**src/rtl/parity_rx_pkg.sv**
```systemverilog
// Shared types and constants for the parity-frame receiver.
// Also holds the saturating increment used by the optional error counter.
package parity_rx_pkg;

   typedef enum logic [1:0] {
      IDLE   = 2'd0,
      DATA   = 2'd1,
      PARITY = 2'd2
   } state_t;

   localparam int          ERR_CNT_W   = 8;
   localparam int unsigned ERR_CNT_MAX = 255;

   function automatic logic [ERR_CNT_W-1:0] sat_inc(
      input logic [ERR_CNT_W-1:0] v
   );
      if (v == ERR_CNT_W'(ERR_CNT_MAX))
         return v;
      return v + 1'b1;
   endfunction

endpackage

```
**src/rtl/parity_rx_if.sv**
```systemverilog
// Serial-in / word-out bundle of the parity receiver.
// master drives the bit stream, slave is the receiver.
interface parity_rx_if #(
   parameter int DATA_W = 8
);

   logic              bit_in;
   logic              bit_valid;
   logic              abort;
   logic [DATA_W-1:0] data_out;
   logic              data_valid;
   logic              parity_err;
   logic              busy;

   modport master (
      output bit_in,
      output bit_valid,
      output abort,
      input  data_out,
      input  data_valid,
      input  parity_err,
      input  busy
   );

   modport slave (
      input  bit_in,
      input  bit_valid,
      input  abort,
      output data_out,
      output data_valid,
      output parity_err,
      output busy
   );

endinterface

```
**src/rtl/parity_acc.sv**
```systemverilog
// 1-bit XOR accumulator with clear and enable.
// clr with en loads d directly so a frame's first bit seeds the sum.
module parity_acc (
   input  logic clk,
   input  logic rst_n,
   input  logic clr,
   input  logic en,
   input  logic d,
   output logic q
);

   always_ff @(posedge clk or negedge rst_n) begin
      if (!rst_n)
         q <= 1'b0;
      else if (clr)
         q <= en & d;
      else if (en)
         q <= q ^ d;
   end

endmodule

```
**src/rtl/parity_rx.sv**
```systemverilog
// Serial parity-frame receiver: DATA_W bits LSB first, then one parity bit.
// Optional saturating error counter enabled by PARITY_RX_ERR_CNT_EN.
module parity_rx
   import parity_rx_pkg::*;
#(
   parameter int DATA_W     = 8,
   parameter bit ODD_PARITY = 1'b0
) (
   input  logic clk,
   input  logic rst_n,
   parity_rx_if.slave rx
`ifdef PARITY_RX_ERR_CNT_EN
   ,
   output logic [ERR_CNT_W-1:0] err_count
`endif
);

   localparam int CW = $clog2(DATA_W + 1);
   localparam logic [CW-1:0] LAST = CW'(DATA_W - 1);

   state_t            state_q;
   state_t            state_d;
   logic [CW-1:0]     cnt_q;
   logic [CW-1:0]     cnt_d;
   logic [DATA_W-1:0] shift_q;
   logic [DATA_W-1:0] data_q;
   logic              valid_q;
   logic              perr_q;
   logic              data_acc;
   logic              par_acc;
   logic              acc;
   logic              err;

   always_ff @(posedge clk or negedge rst_n) begin
      if (!rst_n) begin
         state_q <= IDLE;
         cnt_q   <= '0;
      end else begin
         state_q <= state_d;
         cnt_q   <= cnt_d;
      end
   end

   // abort has priority over a coincident bit strobe
   always_comb begin
      state_d  = state_q;
      cnt_d    = cnt_q;
      data_acc = 1'b0;
      par_acc  = 1'b0;
      if (rx.abort) begin
         state_d = IDLE;
         cnt_d   = '0;
      end else if (rx.bit_valid) begin
         unique case (state_q)
            IDLE, DATA: begin
               data_acc = 1'b1;
               cnt_d    = cnt_q + 1'b1;
               state_d  = (cnt_q == LAST) ? PARITY : DATA;
            end
            PARITY: begin
               par_acc = 1'b1;
               cnt_d   = '0;
               state_d = IDLE;
            end
            default: begin
               state_d = IDLE;
               cnt_d   = '0;
            end
         endcase
      end
   end

   parity_acc u_acc (
      .clk   (clk),
      .rst_n (rst_n),
      .clr   (state_q == IDLE),
      .en    (data_acc),
      .d     (rx.bit_in),
      .q     (acc)
   );

   assign err = acc ^ rx.bit_in ^ ODD_PARITY;

   always_ff @(posedge clk or negedge rst_n) begin
      if (!rst_n) begin
         shift_q <= '0;
      end else if (data_acc) begin
         for (int i = 0; i < DATA_W; i++) begin
            if (cnt_q == CW'(i))
               shift_q[i] <= rx.bit_in;
         end
      end
   end

   always_ff @(posedge clk or negedge rst_n) begin
      if (!rst_n) begin
         data_q  <= '0;
         valid_q <= 1'b0;
         perr_q  <= 1'b0;
      end else begin
         valid_q <= par_acc;
         if (par_acc) begin
            data_q <= shift_q;
            perr_q <= err;
         end
      end
   end

   assign rx.data_out   = data_q;
   assign rx.data_valid = valid_q;
   assign rx.parity_err = perr_q;
   assign rx.busy       = (state_q != IDLE);

`ifdef PARITY_RX_ERR_CNT_EN
   always_ff @(posedge clk or negedge rst_n) begin
      if (!rst_n)
         err_count <= '0;
      else if (par_acc && err)
         err_count <= sat_inc(err_count);
   end
`endif

endmodule
```
**src/flat_wrapper.sv**
```systemverilog
// flat-port wrapper written by rule: the top's interface ports become plain ports
module parity_rx_flat import parity_rx_pkg::*;
#(
   parameter int DATA_W     = 8,
   parameter bit ODD_PARITY = 1'b0
)
  (clk, rst_n, rx_bit_in, rx_bit_valid, rx_abort, rx_data_out, rx_data_valid, rx_parity_err, rx_busy);
  parity_rx_if #(.DATA_W(DATA_W)) rx_i ();
  input  logic clk;
  input  logic rst_n;
  input wire logic [$bits(rx_i.bit_in)-1:0] rx_bit_in;
  input wire logic [$bits(rx_i.bit_valid)-1:0] rx_bit_valid;
  input wire logic [$bits(rx_i.abort)-1:0] rx_abort;
  output wire logic [$bits(rx_i.data_out)-1:0] rx_data_out;
  output wire logic [$bits(rx_i.data_valid)-1:0] rx_data_valid;
  output wire logic [$bits(rx_i.parity_err)-1:0] rx_parity_err;
  output wire logic [$bits(rx_i.busy)-1:0] rx_busy;
  assign rx_i.bit_in = rx_bit_in;
  assign rx_i.bit_valid = rx_bit_valid;
  assign rx_i.abort = rx_abort;
  assign rx_data_out = rx_i.data_out;
  assign rx_data_valid = rx_i.data_valid;
  assign rx_parity_err = rx_i.parity_err;
  assign rx_busy = rx_i.busy;
  parity_rx #(.DATA_W(DATA_W), .ODD_PARITY(ODD_PARITY)) u_core (.clk(clk), .rst_n(rst_n), .rx(rx_i));
endmodule
```
**config.mk**
```make
export PLATFORM = sky130hd
export DESIGN_NAME = parity_rx_flat
export DESIGN_NICKNAME = d
export VERILOG_FILES = /design/src/rtl/parity_rx_pkg.sv /design/src/rtl/parity_rx_if.sv /design/src/rtl/parity_acc.sv /design/src/rtl/parity_rx.sv /design/src/flat_wrapper.sv
export SDC_FILE = /design/constraint.sdc
export NUM_CORES = 1
export LEC_CHECK = 0
export BUFFER_PORTS_ARGS = -buffer_cell sky130_fd_sc_hd__buf_2
export CELL_PAD_IN_SITES_DETAIL_PLACEMENT = 0
export CELL_PAD_IN_SITES_GLOBAL_PLACEMENT = 1
export CORE_ASPECT_RATIO = 1.2
export CORE_UTILIZATION = 48
export CTS_CLUSTER_SIZE = 12
export DETAILED_ROUTE_END_ITERATION = 12
export PLACE_DENSITY = 0.8
export SKIP_CTS_REPAIR_TIMING = 1
export SLEW_MARGIN = 20
export SYNTH_ARGS = -nofsm -noshare
export SYNTH_HDL_FRONTEND = slang
export SYNTH_SLANG_ARGS = --single-unit
```
**constraint.sdc**
```tcl
create_clock -name clk -period 3.15 [get_ports clk]
set_input_delay 0.4725 -clock clk [delete_from_list [all_inputs] [get_ports clk]]
set_output_delay 0.4725 -clock clk [all_outputs]
set_load 0.02 [all_outputs]
```
* Yosys cells after proc, flatten, opt, wreduce, memory -nomap -nowiden *
Index checks and enable logic that the tools add are counted.

operators by class
  add/sub/neg operators = 1
  equal/unequal tests = 9
  muxes and demuxes = 15
  bitwise gates (word level) = 2
  reduce and logical (&&, ||, !) cells = 14

operators by type and width
  operator             number
  $eq 4x3->1 const B   4
  $reduce_and 2->1     8
  $mux 4               3
  $eq 4x2->1 const B   2
  $mux 1               8
  $mux 2               4
  $reduce_bool 2->1    3
  $add 4x1->4 const B  1
  $eq 4x1->1 const B   1
  $logic_not 4->1      1
  $eq 2x1->1 const B   1
  $eq 2x2->1 const B   1
  $logic_not 2->1      1
  $reduce_or 2->1      1
  $and 1x1->1          1
  $xor 1x1->1          1

storage, ports and cells
  flip-flop bits (word level) = 25
  logic and storage cells = 55

* Depth between registers and ports, before layout *
  depth after elaboration = 7
  gate-level depth with buffers = 5

* Modules after synthesis *
Synthesis repeated with hierarchy kept, for this count alone.

second synthesis, totals
  cells, all modules = 87
  area, all modules = 1127.3 um^2

modules (own cells, without submodules)
  module      instances  cells each  area each (um^2)  seq. area each (um^2)
  parity_rx   1          83          1076.0            600.6
  parity_acc  1          4           51.3              25.0

* Least setup slack after synthesis *
OpenSTA, ideal clock, no wires.

  path kind = input to register
  from = input rx_abort
  to = register u_core.shift_q[0]
  library setup time = 0.127 ns
  arrival = 1.403 ns
  data required time = 3.023 ns
  setup slack = 1.620 ns
  stages on the path = 4
  path buffers = 1
  cell sequence = buf_6 -> nor4b_4 -> nand3b_1 -> mux2_1

on the way
  cells in the longest elaborated chain, start to end = 2

RTL lines
  item                               RTL line            source
  start: declaration                 flat_wrapper.sv:13  input wire logic [$bits(rx_i.abort)-1:0] rx_abort;
  $mux 1                             parity_rx.sv:50     if (rx.abort) begin
  $reduce_and 2->1 (no source line)  --
  end signal: indexed assignment     parity_rx.sv:90     shift_q[i] <= rx.bit_in;
  end: declaration                   parity_rx.sv:25     logic [DATA_W-1:0] shift_q;

No other way between the ends.
A chain may end at the register's enable or synchronous reset.

* Final worst setup path *
  from = register u_core.state_q[1]
  to = output rx_busy

on the way
  cells in the longest elaborated chain, start to end = 1

RTL lines
  item                      RTL line            source
  start: declaration        parity_rx.sv:21     state_t state_q;
  start signal: assignment  parity_rx.sv:39     state_q <= state_d;
  $reduce_bool 2->1         parity_rx.sv:112    assign rx.busy = (state_q != IDLE);
  end: declaration          flat_wrapper.sv:17  output wire logic [$bits(rx_i.busy)-1:0] rx_busy;

No other way between the ends.

==> out/results.txt <==
The run finished with clean final reports. The library cell with the largest summed area after synthesis is sky130_fd_sc_hd__dfrtp_1. The logs give 1169 um^2 for the total standard cell area after synthesis and 19 for the number of rows in the core area. The floorplan step set the die height to 56.05 um. The count of maximum capacitance violations was 0; the final routed DRC violation total was 0.

The congestion estimate from routability-driven global placement came to 0.7545. The area growth from synthesis to layout is 8.566%. Kind of path behind the tightest hold check: input port to async pin.

The count of routing violations after the opening detailed-route iteration was 10; the leakage power summed over all cells was 0.6336 nW. Clock latency on the worst-skew pair, taken at its later pin, is 0.31 ns. On the final layout, the worst hold slack is 0.1319 ns. For the worst flop-to-flop path, the logic depth is 3. The critical path arrival is 1.33 ns, and the first-pass iteration count of the detailed router is 4. The number of clock buffers added by TritonCTS is 3.

The final-report max-slew violation count was 0. The terminus of the critical flop-to-flop path is u_core.shift_q[1]. Remaining antenna violation count: 0. The most common cell in the netlist was sky130_fd_sc_hd__dfrtp_1. The run gives 732 as the via count of the first global-routing pass. Data on the critical path is required at its endpoint by 2.68 ns.

The largest fanout of any net on the critical path works out to 12. Setup violations remaining at the end of the flow were counted as 0. The register-to-register path setup slack is 1.59 ns, and the share of layout cells above drive strength 1 is 25.69%. Walking the worst path, the cells encountered are or2_2, buf_2.

The repair_antennas step left the layout with diodes totalling 0. Between clock sinks in the finished design, the worst skew comes to 0.002269 ns. At the pin with the least slew margin, the transition time is 0.5463 ns. The number of distinct library cells after synthesis was 25; the peak supply drop was 0.2361 mV. The worst path buffer plus inverter count is 1, and the remaining global-route overflow is 0.

The clock transition at the registers of the reported paths works out to 0.13 ns. Clock tree synthesis selected as its root buffer the cell sky130_fd_sc_hd__clkbuf_4. CTS saw 25 sinks. Setup repair after global routing left no endpoint under its margin. The wire length of the first global-routing pass came out at 3277 um. Of the synthesized area, sequential elements account for 53.53%. Power spread over the standard cell area amounts to 418.8 nW/um^2. Of the available clock period, the critical path in the final layout requires 57.16%. Wires add up to 1815 um.

The total number of H-tree levels was 1. STA classifies the critical path startpoint as a flop. The area share of the largest cell type after synthesis is 53.53%, and the number of filler instances in the final layout is 209.

For this configuration, the core starts out at a cell density of 50.68%. For the post-synthesis cell count, the log shows 96. The global router's overall resource usage was 17.37%. The wire-length estimate of the detail-placed layout is 1329 um. For the number of placed instances with taps included, the log shows 136. The classification of the worst setup path is flop to primary output.

The average wire length per cell after detail routing came out at 12.96 um. The synthesized design contains 0 enable-type register cells. The vias per cell came out at 5.243.

The routed design could run at a clock period as short as 1.801 ns. The tools report the worst slew margin relative to its limit as 63.58%. In this design, the stage delay of the slowest critical-path cell is 0.54 ns. The per-instance average area after synthesis works out to 12.17 um^2. Static timing analysis puts the maximum clock frequency at 0.5554 GHz.

The flip-flop and latch count after synthesis is 25. Commonest register cell after synthesis: sky130_fd_sc_hd__dfrtp_1. The summed negative setup slack over all endpoints was 0 ns; the core footprint was 2306 um^2. The share of the core filled with cells came out at 55.02%. Ranked by total cell area, the synthesized netlist is headed by sky130_fd_sc_hd__dfrtp_1 (54%), sky130_fd_sc_hd__mux2_1 (8.7%), sky130_fd_sc_hd__mux2_2 (6.7%), sky130_fd_sc_hd__ha_1 (4.3%), sky130_fd_sc_hd__nand3b_1 (3.2%).

The final route contains 734 vias. The critical path crosses 2 cells after its start point. STA classifies the critical path endpoint as a primary output. The count of final hold-check violations came out at 0. Leaving out filler cells and counting taps, the final layout contains 140.

The number of port buffers came out at 15. No sink is reached through more buffers than the 2 on the longest clock path. The kind of cell with the highest combined delay along the critical path is flip-flops.

The pin count of the biggest net entering global routing is 26. The initial antenna violation count is 0, and the die width is 47.04 um. On the critical path, the stage with the largest delay is an instance of sky130_fd_sc_hd__dfrtp_1. TritonCTS built the clock tree. The floorplan step defined a die boundary enclosing 2637 um^2.

For this run, the number of Yosys warnings is 0. The worst register-to-register path begins at u_core.state_q[1]. In the synthesized netlist, the cells that appear most often are sky130_fd_sc_hd__dfrtp_1 (25), sky130_fd_sc_hd__mux2_1 (9), sky130_fd_sc_hd__mux2_2 (7), sky130_fd_sc_hd__nand2_1 (7), sky130_fd_sc_hd__nand3_1 (7). After the last flow step, the layout net total stands at 119.

Count of pins on the block boundary: 16. The async set or reset register ratio after synthesis was 100.0%. Synthesis produced a netlist with a net count of 105.
==> per-layer routing <==
metal  global-route usage (%)  wire [um]
met4                    8.571         37
met2                    25.99        880
met1                    23.67        852
met5                        0          0
met3                    2.922         44
==> kinds of logic after synthesis <==
group / count (synthesis) / synth area share, %
buffers and inverters: 9 / 4.389
AOI/OAI and AO/OA: 9 / 4.390
muxes: 17 / 16.27
adders and majority gates: 4 / 4.283
xor gates and xnor gates: 1 / 0.7496
DFF: 25 / 53.53
and+or+nand+nor: 31 / 16.38
==> where the power goes <==
group / internal [mW] / leakage (nW) / switching, mW
Clock: 0.0494 / 0.0150 / 0.0878
Combinational: 0.0200 / 0.279 / 0.0257
Sequential: 0.338 / 0.340 / 0.0106
==> stage by stage <==
step	setup WS, ns	instance area [um^2]	total power [mW]
2_1_floorplan	1.620	1169	0.3863
3_3_place_gp	1.463	1242	0.3994
3_5_place_dp	1.446	1242	0.4022
4_1_cts	1.339	1269	0.5369
5_1_grt	1.273	1269	0.5605
6_report	1.349	1269	0.5313
==> how the worst max path moves through the flow <==
stage                            from                end  slack (ns)
floorplan                    rx_abort  u_core.shift_q[0]        1.62
global placement             rx_abort  u_core.shift_q[1]        1.46
detailed placement           rx_abort  u_core.shift_q[1]        1.45
CTS                 u_core.state_q[1]            rx_busy        1.34
global route        u_core.state_q[1]            rx_busy        1.27
finish              u_core.state_q[1]            rx_busy        1.35
==> placed cells by master, fill, tap and decap left out, drive strengths merged <==
cell    count
nor2b       2
clkbuf      4
nand3       7
nor4b       1
ha          4
or2         1
mux2i       1
inv         3
a22oi       1
mux2       16
o21ai       2
buf        15
nand2       7
nor2        4
nand4       2
a211o       1
a21oi       5
nand3b      5
or3         1
and4bb      1
dfrtp      25
xnor2       1
==> state kept, by name, indices dropped and copies added (netlist names) <==
register,flops
u_core.u_acc.q,1
u_core.cnt_q,4
u_core.rx.data_valid,1
u_core.shift_q,8
u_core.rx.parity_err,1
u_core.rx.data_out,8
u_core.state_q,2
==> cell type report <==
cell class              instances  area, um^2  area share, %
clock buffers                   4       26.28          2.071
flip-flops and latches         25       625.6          49.31
multi-input cells              62       491.7          38.76
well taps                      31       38.79          3.057
inverters                       3       11.26         0.8876
repair buffers                 15       75.07          5.917
No activity file was read; power rests on OpenSTA's default activity.
